**src/rtl/data_mem_if_if.sv**
```systemverilog
// Split-handshake SRAM-like data bus between the MEM-stage access unit and memory.
// The unit drives requests as master; the memory answers with addr_ok/data_ok.
interface data_mem_if_if #(
  parameter int AW = 32,
  parameter int DW = 32
);
  logic          data_req;
  logic          data_wr;
  logic [1:0]    data_size;
  logic [AW-1:0] data_addr;
  logic [3:0]    data_wstrb;
  logic [DW-1:0] data_wdata;
  logic          data_addr_ok;
  logic [DW-1:0] data_rdata;
  logic          data_data_ok;

  modport master (
    output data_req, data_wr, data_size, data_addr, data_wstrb, data_wdata,
    input  data_addr_ok, data_rdata, data_data_ok
  );

  modport slave (
    input  data_req, data_wr, data_size, data_addr, data_wstrb, data_wdata,
    output data_addr_ok, data_rdata, data_data_ok
  );
endinterface

```
**src/rtl/data_mem_if.sv**
```systemverilog
// MEM-stage data access unit: store narrowing/strobes, load extraction/extension,
// and a split-handshake bus FSM that stalls the pipeline while an access is in flight.
module data_mem_if #(
  parameter int AW = 32,
  parameter int DW = 32
) (
  input  logic          clk,
  input  logic          rst,
  input  logic          mem_en,
  input  logic [2:0]    mem_op,
  input  logic [AW-1:0] addr,
  input  logic [DW-1:0] wdata,
  input  logic          flush,
  output logic          stall,
  output logic [DW-1:0] rdata_out,
  output logic          adel,
  output logic          ades,
  data_mem_if_if.master bus
);
  localparam logic [2:0] OP_LB = 3'd0, OP_LBU = 3'd1, OP_LH = 3'd2, OP_LHU = 3'd3,
                         OP_LW = 3'd4, OP_SB = 3'd5, OP_SH = 3'd6, OP_SW = 3'd7;

  typedef enum logic [1:0] {IDLE, REQ, WAIT, DONE} state_t;

  state_t        state;
  logic          cancel;
  logic [2:0]    op_q;
  logic [AW-1:0] addr_q;
  logic [DW-1:0] wdata_q;
  logic [3:0]    wstrb_q;
  logic [1:0]    size_q;
  logic          wr_q;

  logic          issue;
  logic [DW-1:0] st_data;
  logic [3:0]    st_strb;
  logic [1:0]    st_size;
  logic          st_wr;
  logic [7:0]    lane_b;
  logic [15:0]   lane_h;
  logic [DW-1:0] ld_data;

  // Alignment faults only matter for an actual memory instruction.
  always_comb begin
    adel = 1'b0;
    ades = 1'b0;
    if (mem_en) begin
      case (mem_op)
        OP_LH, OP_LHU: adel = addr[0];
        OP_LW:         adel = |addr[1:0];
        OP_SH:         ades = addr[0];
        OP_SW:         ades = |addr[1:0];
        default: ;
      endcase
    end
  end

  assign issue = mem_en & ~flush & ~adel & ~ades & ~rst;
  assign stall = ((state == IDLE) & issue) | (state == REQ) | (state == WAIT);

  always_comb begin
    st_data = '0;
    st_strb = 4'b0000;
    st_size = 2'd2;
    st_wr   = 1'b0;
    case (mem_op)
      OP_LB, OP_LBU: st_size = 2'd0;
      OP_LH, OP_LHU: st_size = 2'd1;
      OP_SB: begin
        st_data = {4{wdata[7:0]}};
        st_strb = 4'b0001 << addr[1:0];
        st_size = 2'd0;
        st_wr   = 1'b1;
      end
      OP_SH: begin
        st_data = {2{wdata[15:0]}};
        st_strb = addr[1] ? 4'b1100 : 4'b0011;
        st_size = 2'd1;
        st_wr   = 1'b1;
      end
      OP_SW: begin
        st_data = wdata;
        st_strb = 4'b1111;
        st_wr   = 1'b1;
      end
      default: ;
    endcase
  end

  always_comb begin
    case (addr_q[1:0])
      2'd0:    lane_b = bus.data_rdata[7:0];
      2'd1:    lane_b = bus.data_rdata[15:8];
      2'd2:    lane_b = bus.data_rdata[23:16];
      default: lane_b = bus.data_rdata[31:24];
    endcase
    lane_h = addr_q[1] ? bus.data_rdata[31:16] : bus.data_rdata[15:0];
    case (op_q)
      OP_LB:   ld_data = {{24{lane_b[7]}}, lane_b};
      OP_LBU:  ld_data = {24'd0, lane_b};
      OP_LH:   ld_data = {{16{lane_h[15]}}, lane_h};
      OP_LHU:  ld_data = {16'd0, lane_h};
      default: ld_data = bus.data_rdata;
    endcase
  end

  assign bus.data_req   = (state == REQ);
  assign bus.data_wr    = wr_q;
  assign bus.data_size  = size_q;
  assign bus.data_addr  = addr_q;
  assign bus.data_wstrb = wstrb_q;
  assign bus.data_wdata = wdata_q;

  // A flushed access still finishes on the bus, but returns straight to IDLE
  // without a DONE cycle and without touching rdata_out.
  always_ff @(posedge clk or posedge rst) begin
    if (rst) begin
      state     <= IDLE;
      cancel    <= 1'b0;
      op_q      <= 3'd0;
      addr_q    <= '0;
      wdata_q   <= '0;
      wstrb_q   <= 4'b0000;
      size_q    <= 2'd0;
      wr_q      <= 1'b0;
      rdata_out <= '0;
    end else begin
      case (state)
        IDLE: begin
          cancel <= 1'b0;
          if (issue) begin
            op_q    <= mem_op;
            addr_q  <= addr;
            wdata_q <= st_data;
            wstrb_q <= st_strb;
            size_q  <= st_size;
            wr_q    <= st_wr;
            state   <= REQ;
          end
        end
        REQ: begin
          if (flush) cancel <= 1'b1;
          if (bus.data_addr_ok) begin
            if (!bus.data_data_ok) begin
              state <= WAIT;
            end else if (cancel | flush) begin
              state <= IDLE;
            end else begin
              state <= DONE;
              if (!wr_q) rdata_out <= ld_data;
            end
          end
        end
        WAIT: begin
          if (flush) cancel <= 1'b1;
          if (bus.data_data_ok) begin
            if (cancel | flush) begin
              state <= IDLE;
            end else begin
              state <= DONE;
              if (!wr_q) rdata_out <= ld_data;
            end
          end
        end
        default: state <= IDLE;
      endcase
    end
  end
endmodule

```
**src/flat_wrapper.sv**
```systemverilog
// flat-port wrapper written by rule: the top's interface ports become plain ports
module data_mem_if_flat 
#(
  parameter int AW = 32,
  parameter int DW = 32
)
  (clk, rst, mem_en, mem_op, addr, wdata, flush, stall, rdata_out, adel, ades, bus_data_req, bus_data_wr, bus_data_size, bus_data_addr, bus_data_wstrb, bus_data_wdata, bus_data_addr_ok, bus_data_rdata, bus_data_data_ok);
  data_mem_if_if #(.AW(AW), .DW(DW)) bus_i ();
  input  logic clk;
  input  logic rst;
  input  logic mem_en;
  input  logic [2:0] mem_op;
  input  logic [AW-1:0] addr;
  input  logic [DW-1:0] wdata;
  input  logic flush;
  output logic stall;
  output logic [DW-1:0] rdata_out;
  output logic adel;
  output logic ades;
  output wire logic [$bits(bus_i.data_req)-1:0] bus_data_req;
  output wire logic [$bits(bus_i.data_wr)-1:0] bus_data_wr;
  output wire logic [$bits(bus_i.data_size)-1:0] bus_data_size;
  output wire logic [$bits(bus_i.data_addr)-1:0] bus_data_addr;
  output wire logic [$bits(bus_i.data_wstrb)-1:0] bus_data_wstrb;
  output wire logic [$bits(bus_i.data_wdata)-1:0] bus_data_wdata;
  input wire logic [$bits(bus_i.data_addr_ok)-1:0] bus_data_addr_ok;
  input wire logic [$bits(bus_i.data_rdata)-1:0] bus_data_rdata;
  input wire logic [$bits(bus_i.data_data_ok)-1:0] bus_data_data_ok;
  assign bus_data_req = bus_i.data_req;
  assign bus_data_wr = bus_i.data_wr;
  assign bus_data_size = bus_i.data_size;
  assign bus_data_addr = bus_i.data_addr;
  assign bus_data_wstrb = bus_i.data_wstrb;
  assign bus_data_wdata = bus_i.data_wdata;
  assign bus_i.data_addr_ok = bus_data_addr_ok;
  assign bus_i.data_rdata = bus_data_rdata;
  assign bus_i.data_data_ok = bus_data_data_ok;
  data_mem_if #(.AW(AW), .DW(DW)) u_core (.clk(clk), .rst(rst), .mem_en(mem_en), .mem_op(mem_op), .addr(addr), .wdata(wdata), .flush(flush), .stall(stall), .rdata_out(rdata_out), .adel(adel), .ades(ades), .bus(bus_i));
endmodule
```
**config.mk**
```make
export PLATFORM = sky130hd
export DESIGN_NAME = data_mem_if_flat
export DESIGN_NICKNAME = d
export VERILOG_FILES = /design/src/rtl/data_mem_if_if.sv /design/src/rtl/data_mem_if.sv /design/src/flat_wrapper.sv
export SDC_FILE = /design/constraint.sdc
export NUM_CORES = 1
export LEC_CHECK = 0
export CAP_MARGIN = 15
export CORE_MARGIN = 1
export CORE_UTILIZATION = 25
export DETAILED_ROUTE_END_ITERATION = 10
export GPL_TIMING_DRIVEN = 0
export MAX_ROUTING_LAYER = met4
export PLACE_DENSITY = 0.55
export SYNTH_ARGS = -nofsm -noshare
export SYNTH_HDL_FRONTEND = slang
export SYNTH_SLANG_ARGS = --single-unit
```
**constraint.sdc**
```tcl
create_clock -name clk -period 4.6 [get_ports clk]
set_input_delay 0.69 -clock clk [delete_from_list [all_inputs] [get_ports clk]]
set_output_delay 0.69 -clock clk [all_outputs]
set_load 0.02 [all_outputs]
```
==> flow_summary.toml <==
[synthesis]
synth_nets = 587
yosys.cell_types.count = 51
yosys.area.top_type = "dfrtp_1"
synth-edff-count = 0
synthTopCellsByArea = "dfrtp_1, mux2_4, mux2i_1"
synthCells = 478
synth.top_cell.area_share = 0.510
synthesis.area_um2 = 5350
postSynthAreaPerCell_um2 = 11.2
ys_seq_elements = 109
yosysWarningCount = 0
yosysSeqAreaShare = 0.510
synthArstFlopShare = 1.00
synthFlopType = "dfrtp_1"

[sta]
fin_crit_ps = 3900
clock-skew-final_ps = 9.91
rsz0062_at_grt = "false"
fin_crit_sh = 0.847
drv_slew = 0
tightest_slew_ps = 766
hold_viol = 0
slew_headroom = 0.487
fmax_ghz = 0.257
worst_slack_ps = 703
setup_viol_count_final = 0

[placed_design]
port_buffers = 210
gp_congestion = 0.839
dp_hpwl_um = 13500
dp_slack_ps = 654

[final_layout]
drive_above_1_share = 0.112
area_delta_synth_final_pct = 51.6
final_cell_mix = "clkdlybuf4s50_1, dfrtp_1, a21oi_1"
mostFrequentLayoutCell = "clkdlybuf4s50_1"
final_util = 0.386
diodes = 0
nets = 809

[global_route]
grt_max_degree = 65
grt_pass1_vias = 4902
overflow = 0
grt.total_usage = 0.166
grt_pass1_wl_um = 27500
antenna_found_initial = 0

[clock_tree]
post_cts_buffers = 0
htree_levels = 3
tritoncts = "built"
cts_buffer_depth = 2
cts.sinks = 109
cts_buffers = 9
clk_pin_slew_ps = 80
cts_root_buf = "clkbuf_16"
postCtsHoldBufs = 0
cts-resized-gates = 0
clk_latency_ps = 360

[pwr]
p_per_area_nw_per_um2 = 641
ir_drop_uv = 218
leakage_nw = 3.47

[worst_setup_path]
worst-setup-path-type = "input pin to primary output"
timing.rr.start = "u_core.state[1]"
crit_arrival_ps = 3210
crit_path_start = "mem_op[2]"
worstPathRequired_ps = 3910
cp-end-kind = "primary output"
start_kind = "input pin"
worstRegToRegCells = 8
path_max_fanout = 10

[flow_run]
cap_violations = 0

[hold_path]
min_from = "u_core.rdata_out[8]"
holdPathStages = 1
holdCritPathClass = "register to register"

[detailed_routing]
first_iter_violations = 225
drc = 0
drt.antenna.violating_nets = 0
wire_per_inst_um = 17.9
vias_per_cell = 4.77
drt_first_pass_iters = 5
dr_total_vias = 4676
wl_um = 17500

[floorplan]
die-area_um2 = 22000
die_h_um = 148
dieWidth_um = 148
io_pins = 212
start_util = 0.255
core_area_um2 = 21000
row_count = 53

[status]
status = "complete, no violations"
[registers in the layout, indices dropped and copies added (netlist names)]
name	cells
u_core.rdata_out	32
u_core.bus.data_size	2
u_core.bus.data_wr	1
u_core.cancel	1
u_core.bus.data_addr	32
u_core.state	2
u_core.op_q	3
u_core.bus.data_wstrb	4
u_core.bus.data_wdata	32
[Yosys cell counts (all sizes together) (2+ instances only)]
cell     count
a21o         8
a21oi       51
a221oi       4
a22o        21
a22oi        8
buf         15
clkbuf      21
dfrtp      109
ha           4
inv         10
mux2        34
mux2i       30
nand2       34
nand2b       5
nor2        39
nor2b       13
nor3         3
nor3b        2
o21ai       17
o221a        5
o22ai        7
o2bb2ai     16
o31ai        2
or2          2
[worst max-delay path, cell delays in order]
cell and delay, ps:
clkdlybuf4s50_1 590, or3b_1 390, o22ai_2 290, nor2_2 170, buf_6 200, or3_1 310, clkdlybuf4s50_1 550
[power by group]
part           internal, W  switching, W
Sequential         0.00141      0.000279
Combinational      0.00139       0.00135
Clock             0.000380      0.000397
[kinds of logic (layout without fill, tap and decap cells)]
family,after synthesis,in the layout,synth area share
fa+ha+maj,4,4,0.00935
mux,65,65,0.152
flops,109,109,0.510
compound gates,148,148,0.192
buf+inv,46,273,0.0433
simple gates,106,106,0.0940
[area by class of cell]
| type | instances | area (um^2) |
|---|---|---|
| Clock buffer | 10 | 229 |
| Sequential cell | 109 | 2730 |
| Clock inverter | 6 | 56.3 |
| Inverter | 10 | 40.0 |
| Buffer | 36 | 194 |
| Multi-Input combinational cell | 323 | 2390 |
| Tap cell | 275 | 344 |
| Fill cell | 2066 | 12900 |
| Timing Repair Buffer | 211 | 2130 |
[through the flow]
| step | area (um^2) | hold slack (ps) | TNS [ps] | std cells | power (W) |
|---|---|---|---|---|---|
| after floorplan | 5350 | 524 | 0 | 478 | 0.00316 |
| after global routing | 8110 | 507 | 0 | 980 | 0.00552 |
| after global placement | 7800 | 475 | -68750 | 963 | 0.00442 |
| after detailed placement | 7830 | 478 | 0 | 964 | 0.00446 |
| after CTS | 8110 | 493 | 0 | 980 | 0.00527 |
| final | 8110 | 492 | 0 | 980 | 0.00520 |
[routing by layer]
metal  global-route usage  vias to the layer above  share of wire
met5                    -                        -              0
met4               0.0531                        0          0.016
met3               0.0368                       17          0.077
met2                0.262                      196           0.47
met1                0.211                     2292           0.44
li1                     -                     2171              -
[final timing paths]
kind,slack [ps],to
setup / recovery,700,stall
hold / removal,490,u_core.rdata_out[8]
setup reg to reg,2460,u_core.rdata_out[22]
hold reg to reg,490,u_core.rdata_out[8]
max in group asynchronous,3050,u_core.bus.data_addr[21]
min in group asynchronous,810,u_core.bus.data_addr[3]
Note: power is estimated with default switching activity, not from simulation.
